==> src/rtl/mem_access_sequencer_pkg.sv <==
// Shared types and constants for the memory-access sequencer.
package mem_access_sequencer_pkg;

    localparam int unsigned XLEN_DEFAULT      = 32;
    localparam logic [31:0] NOP_INSTR_DEFAULT = 32'h0000_0013;

    // Sequencer FSM state codes
    typedef enum logic [1:0] {
        MS_IDLE = 2'd0,
        MS_BUSY = 2'd1,
        MS_DONE = 2'd2
    } ms_state_e;

    // Kind of memory access requested by the controller
    typedef enum logic [1:0] {
        AK_FETCH = 2'd0,
        AK_LOAD  = 2'd1,
        AK_STORE = 2'd2
    } access_kind_e;

    // Fetch has priority over a data access when both strobes are set
    function automatic access_kind_e decode_kind(input logic ir_write, input logic mem_write);
        if (ir_write) begin
            return AK_FETCH;
        end
        return mem_write ? AK_STORE : AK_LOAD;
    endfunction

endpackage

==> src/rtl/mem_access_sequencer_if.sv <==
// Request/acknowledge bus between the sequencer and unified memory.
interface mem_access_sequencer_if
    import mem_access_sequencer_pkg::*;
#(
    parameter int unsigned XLEN = XLEN_DEFAULT
);

    logic            memReq;
    logic            memWe;
    logic [XLEN-1:0] memAddr;
    logic [XLEN-1:0] memWdata;
    logic [XLEN-1:0] memRdata;
    logic            memAck;

    modport master (
        output memReq,
        output memWe,
        output memAddr,
        output memWdata,
        input  memRdata,
        input  memAck
    );

    modport slave (
        input  memReq,
        input  memWe,
        input  memAddr,
        input  memWdata,
        output memRdata,
        output memAck
    );

endinterface

==> src/rtl/mem_access_sequencer_timeout.sv <==
// Cycle counter bounding how long one memory access may stay outstanding.
module mem_timeout_counter #(
    parameter int unsigned TIMEOUT = 255
) (
    input  logic clk,
    input  logic rst,
    input  logic clear,
    input  logic enable,
    output logic tc_c
);

    localparam int unsigned CW = $clog2(TIMEOUT + 1);

    logic [CW-1:0] count;

    // Count waiting cycles; clear takes priority over enable
    always_ff @(posedge clk) begin
        if (!rst) begin
            count <= '0;
        end else if (clear) begin
            count <= '0;
        end else if (enable) begin
            count <= count + CW'(1);
        end
    end

    // Terminal count: the last waiting cycle before abort
    always_comb begin
        tc_c = (count == CW'(TIMEOUT - 1));
    end

endmodule

==> src/rtl/mem_access_sequencer.sv <==
// Memory stage of the multicycle core: turns controller strobes into a
// req/ack memory transaction, holds IR/oldPC/MDR and stalls the controller.
module mem_access_sequencer
    import mem_access_sequencer_pkg::*;
#(
    parameter int unsigned    XLEN      = XLEN_DEFAULT,
    parameter int unsigned    TIMEOUT   = 255,
    parameter logic [XLEN-1:0] NOP_INSTR = XLEN'(NOP_INSTR_DEFAULT)
) (
    input  logic            clk,
    input  logic            rst,
    input  logic            IRWrite,
    input  logic            adrSrc,
    input  logic            memWrite,
    input  logic [XLEN-1:0] PC,
    input  logic [XLEN-1:0] result,
    input  logic [XLEN-1:0] writeData,
    output logic [XLEN-1:0] instr,
    output logic [XLEN-1:0] oldPC,
    output logic [XLEN-1:0] memData,
    output logic            stall,
    output logic            busErr,
    mem_access_sequencer_if.master bus
);

    localparam logic [XLEN-1:0] WORD_MASK = ~XLEN'(3);

    ms_state_e    state;
    ms_state_e    state_nxt;
    access_kind_e kind;
    access_kind_e kind_in;
    logic         access;
    logic [XLEN-1:0] addr_in;
    logic         start;
    logic         ack_fire;
    logic         timeout_fire;
    logic         cnt_clear;
    logic         cnt_en;
    logic         cnt_tc;

    // Decode the controller strobes into an access request
    always_comb begin
        access  = IRWrite | adrSrc;
        kind_in = decode_kind(IRWrite, memWrite);
        addr_in = IRWrite ? PC : result;
    end

    mem_timeout_counter #(
        .TIMEOUT (TIMEOUT)
    ) u_timeout (
        .clk    (clk),
        .rst    (rst),
        .clear  (cnt_clear),
        .enable (cnt_en),
        .tc_c   (cnt_tc)
    );

    // State register
    always_ff @(posedge clk) begin
        if (!rst) begin
            state <= MS_IDLE;
        end else begin
            state <= state_nxt;
        end
    end

    // Next state, stall and datapath strobes; ack beats a coincident timeout
    always_comb begin
        state_nxt    = state;
        stall        = 1'b0;
        start        = 1'b0;
        ack_fire     = 1'b0;
        timeout_fire = 1'b0;
        cnt_clear    = 1'b0;
        cnt_en       = 1'b0;
        case (state)
            MS_IDLE: begin
                stall = access;
                if (access) begin
                    start     = 1'b1;
                    cnt_clear = 1'b1;
                    state_nxt = MS_BUSY;
                end
            end
            MS_BUSY: begin
                stall = 1'b1;
                if (bus.memAck) begin
                    ack_fire  = 1'b1;
                    state_nxt = MS_DONE;
                end else if (cnt_tc) begin
                    timeout_fire = 1'b1;
                    state_nxt    = MS_DONE;
                end else begin
                    cnt_en = 1'b1;
                end
            end
            MS_DONE: begin
                state_nxt = MS_IDLE;
            end
            default: begin
                state_nxt = MS_IDLE;
            end
        endcase
    end

    // Request launch, completion capture and timeout handling
    always_ff @(posedge clk) begin
        if (!rst) begin
            kind         <= AK_FETCH;
            bus.memReq   <= 1'b0;
            bus.memWe    <= 1'b0;
            bus.memAddr  <= '0;
            bus.memWdata <= '0;
            instr        <= NOP_INSTR;
            oldPC        <= '0;
            memData      <= '0;
            busErr       <= 1'b0;
        end else begin
            if (start) begin
                kind         <= kind_in;
                bus.memReq   <= 1'b1;
                bus.memWe    <= (kind_in == AK_STORE);
                bus.memAddr  <= addr_in & WORD_MASK;
                bus.memWdata <= writeData;
                if (kind_in == AK_FETCH) begin
                    oldPC <= PC;
                end
            end
            if (ack_fire) begin
                bus.memReq <= 1'b0;
                bus.memWe  <= 1'b0;
                if (kind == AK_FETCH) begin
                    instr <= bus.memRdata;
                end else if (kind == AK_LOAD) begin
                    memData <= bus.memRdata;
                end
            end
            if (timeout_fire) begin
                bus.memReq <= 1'b0;
                busErr     <= 1'b1;
                if (kind == AK_FETCH) begin
                    instr <= NOP_INSTR;
                end
            end
        end
    end

endmodule

==> src/flat_wrapper.sv <==
// flat-port wrapper written by rule: the top's interface ports become plain ports
module mem_access_sequencer_flat import mem_access_sequencer_pkg::*;
#(
    parameter int unsigned    XLEN      = XLEN_DEFAULT,
    parameter int unsigned    TIMEOUT   = 255,
    parameter logic [XLEN-1:0] NOP_INSTR = XLEN'(NOP_INSTR_DEFAULT)
)
  (clk, rst, IRWrite, adrSrc, memWrite, PC, result, writeData, instr, oldPC, memData, stall, busErr, bus_memReq, bus_memWe, bus_memAddr, bus_memWdata, bus_memRdata, bus_memAck);
  mem_access_sequencer_if #(.XLEN(XLEN)) bus_i ();
  input  logic clk;
  input  logic rst;
  input  logic IRWrite;
  input  logic adrSrc;
  input  logic memWrite;
  input  logic [XLEN-1:0] PC;
  input  logic [XLEN-1:0] result;
  input  logic [XLEN-1:0] writeData;
  output logic [XLEN-1:0] instr;
  output logic [XLEN-1:0] oldPC;
  output logic [XLEN-1:0] memData;
  output logic stall;
  output logic busErr;
  output wire logic [$bits(bus_i.memReq)-1:0] bus_memReq;
  output wire logic [$bits(bus_i.memWe)-1:0] bus_memWe;
  output wire logic [$bits(bus_i.memAddr)-1:0] bus_memAddr;
  output wire logic [$bits(bus_i.memWdata)-1:0] bus_memWdata;
  input wire logic [$bits(bus_i.memRdata)-1:0] bus_memRdata;
  input wire logic [$bits(bus_i.memAck)-1:0] bus_memAck;
  assign bus_memReq = bus_i.memReq;
  assign bus_memWe = bus_i.memWe;
  assign bus_memAddr = bus_i.memAddr;
  assign bus_memWdata = bus_i.memWdata;
  assign bus_i.memRdata = bus_memRdata;
  assign bus_i.memAck = bus_memAck;
  mem_access_sequencer #(.XLEN(XLEN), .TIMEOUT(TIMEOUT), .NOP_INSTR(NOP_INSTR)) u_core (.clk(clk), .rst(rst), .IRWrite(IRWrite), .adrSrc(adrSrc), .memWrite(memWrite), .PC(PC), .result(result), .writeData(writeData), .instr(instr), .oldPC(oldPC), .memData(memData), .stall(stall), .busErr(busErr), .bus(bus_i));
endmodule
==> config.mk <==
export PLATFORM = sky130hd
export DESIGN_NAME = mem_access_sequencer_flat
export DESIGN_NICKNAME = d
export VERILOG_FILES = /design/src/rtl/mem_access_sequencer_pkg.sv /design/src/rtl/mem_access_sequencer_if.sv /design/src/rtl/mem_access_sequencer_timeout.sv /design/src/rtl/mem_access_sequencer.sv /design/src/flat_wrapper.sv
export SDC_FILE = /design/constraint.sdc
export NUM_CORES = 1
export LEC_CHECK = 0
export CORE_MARGIN = 2
export CORE_UTILIZATION = 25
export CTS_BUF_LIST = sky130_fd_sc_hd__clkbuf_16
export DETAILED_ROUTE_END_ITERATION = 8
export SLEW_MARGIN = 20
export SYNTH_ARGS = -nofsm -noshare
export SYNTH_HDL_FRONTEND = slang
export SYNTH_SLANG_ARGS = --single-unit
==> constraint.sdc <==
create_clock -name clk -period 4 [get_ports clk]
set_input_delay 0.4 -clock clk [delete_from_list [all_inputs] [get_ports clk]]
set_output_delay 0.4 -clock clk [all_outputs]
set_load 0.01 [all_outputs]
==> results.toml <==
[sta]
worstMarginPinSlew_ns = 0.9114
rsz0062_at_grt = "no"
post-route-period-util = 0.6856
slew_headroom = 0.3924
hold_viol_final = 0
tns_ns = 0
max_freq_mhz = 364.6
clock_skew_ns = 0.01182
setup_viol = 0
layout_min_cycle_time_ns = 2.743
maxSlewViolCount = 0

[worst_setup_path]
crit_family = "buffers and inverters"
cp.arrival_ns = 2.34
crit_required_ns = 3.60
cp-end-kind = "output port"
slowest_stage = "clkdlybuf4s50_1"
crit_start = "adrSrc"
crit_fanout = 15
reg2reg_from = "u_core.state[0]$_SDFFE_PN0P_"
path_cells = "clkdlybuf4s50_1, or2_2, nor2_1, nor2_1, clkdlybuf4s50_1"
critPathLaunchType = "input pin"
crit_type = "in2out"
cpPeakStageDelay_ns = 0.79
cp_num_buf_inv = 2

[place]
place_hpwl_um = 16190
placed_area_um2 = 9996
io_buffers = 293
routabilityCongestion = 0.7854

[power]
leakagePower_nw = 3.579
swShare = 0.2984
intPower_mw = 3.047
peakVddDrop_v = 0.0001966
switching_power_mw = 1.296
power_density_nw_per_um2 = 410.1
seqPwrFrac = 0.432
pwr-share-comb = 0.185
clkPwrFrac = 0.382

[run_status]
outcome = "complete, no violations"

[clock_network]
clock-sinks = 173
cts_inserted_buffers = 17
cts_root_buffer = "clkbuf_16"
clk_latency_ns = 0.44
cts_buffer_depth = 2
cts_tree = "yes"
htree_levels = 4
cts_setup_buffers = 0
cts_hold_buf = 0
ctsResizeCount = 0
clkTransAtPathRegs_ns = 0.08

[synthesis]
synth_cell_types = 38
synth_ff_type = "dfxtp_1"
yosysWarnings = 0
yosysSeqAreaShare = 0.5082
netlist_area_um2 = 6815
syn-mean-instance-area_um2 = 8.373
syn_inst = 814
synth_seq_cells = 173
ys_async_sr_fraction = 0
synth_enable_flop_cells = 0

[global_routing]
grt_pass1_wl_um = 37980
grt_overflow = 0
track_usage = 0.1676
grt_pass1_vias = 6677
grt_max_degree = 62
antenna_found_initial = 0

[route]
wirelength_um = 25010
vias = 7020
ant_nets = 0
via_per_inst = 4.982
firstDrtPassIters = 5
wl_per_cell_um = 17.75
drt_iter0_markers = 413
drc = 0

[cells_and_area]
final_common_cell = "clkdlybuf4s50_1"
fin_nets = 1191
n_antenna_cell = 0
drive_gt1_frac = 0.05899
final_cell_mix = "clkdlybuf4s50_1 (293), dfxtp_1 (173), a21oi_1 (131), o21ai_0 (128), nand3_1 (97)"
area_delta_synth_final_pct = 55.39
stdcell_area_um2 = 10590
fillerInstances = 2764

[die]
die_y_um = 169.1
rows = 60
io_pins = 298
start_util = 0.2536
core_area_um2 = 26880
die-area_um2 = 28600
die_x_um = 169.1

[flow_run]
maxCapViolCount = 0

[hold_path]
min_path_type = "reg2reg"
hp-start = "u_core.oldPC[15]$_SDFFE_PN0P_"
[cells by family after synthesis]
logic type      share of synthesized area
compound gates                     0.2500
simple gates                       0.1759
flops                              0.5082
buf+inv                           0.05434
mux                              0.007344
fa+ha+maj                        0.003671
other cells                     0.0005502
[metal layers]
layer  GRT usage  part of all wire  wire [µm]  vias to the layer above
li1            -                 -          -                     3424
met1      0.2130              0.44      11040                     3334
met5           0                 0          0                        -
met3     0.05448             0.074       1843                       28
met2      0.2701              0.47      11670                      234
met4     0.05277             0.018        454                        0
[state kept, by name, indices dropped and copies added, names as in the netlist]
name and count:
u_core.oldPC 32, u_core.bus.memReq 1, u_core.bus.memWe 1, u_core.state 2, u_core.memData 32, u_core.kind 2
u_core.instr 32, u_core.bus.memAddr 30, u_core.u_timeout.count 8, u_core.bus.memWdata 32, u_core.busErr 1
[tightest hold or removal path, stage by stage, from the launching register on]
cell	delay [ns]
dfxtp_1	0.31
nand2_1	0.05
a21oi_1	0.05
[worst paths after layout]
path | endpoint | slack (ns) | cells past startpoint
hold / removal | u_core.oldPC[15]$_SDFFE_PN0P_ | 0.45 | 2
setup reg to reg | u_core.u_timeout.count[0]$_SDFFE_PP0P_ | 1.86 | 4
hold reg to reg | u_core.oldPC[15]$_SDFFE_PN0P_ | 0.45 | 2
setup / recovery | stall | 1.26 | 5
[power groups by stage]
stage | sequential, mW | combinational (mW) | clock (mW)
floorplan | 1.95 | 0.304 | 0
global placement | 1.91 | 0.799 | 0
detailed placement | 1.92 | 0.800 | 0
CTS | 1.88 | 0.804 | 1.71
global route | 1.89 | 0.866 | 1.78
finish | 1.88 | 0.805 | 1.66
[Yosys cell counts, drive strengths merged (2+ instances only)]
master	number	area, µm²
a211oi	4	30.03
dfxtp	173	3463
nor2	6	22.52
or2	3	18.77
or3b	2	17.52
a21oi	131	655.6
clkbuf	78	292.8
nor4b	2	17.52
a31oi	32	200.2
nand4b	31	271.5
o21ai	128	640.6
ha	2	25.02
o211ai	8	60.06
mux2i	5	50.05
and3	5	31.28
nand3	97	485.5
nand2	68	255.2
nor3b	2	15.01
nand4	2	12.51
a211o	7	61.31
inv	3	11.26
buf	13	66.31
[stage by stage]
stage	hold slack (ns)	utilization	std cells	power (mW)	worst slack, ns
floorplan	0.4493	-	815	2.258	2.111
global placement	0.4408	0.3719	1376	2.713	1.274
detailed placement	0.4459	0.3719	1376	2.717	1.285
CTS	0.4579	0.3930	1408	4.388	1.285
global route	0.4748	0.3940	1409	4.537	1.183
finish	0.4541	0.3940	1409	4.343	1.257
[final cells by class]
type                    count  area (µm²)  share of cell area
clock buffers              17       425.4             0.04017
clock inverters            15       141.4             0.01335
inverters                   3       13.76            0.001300
multi-input cells         548        3012              0.2844
flip-flops and latches    173        3463              0.3270
well taps                 341       426.7             0.04029
repair buffers            312        3108              0.2935
(Power assumes the default switching activity.)
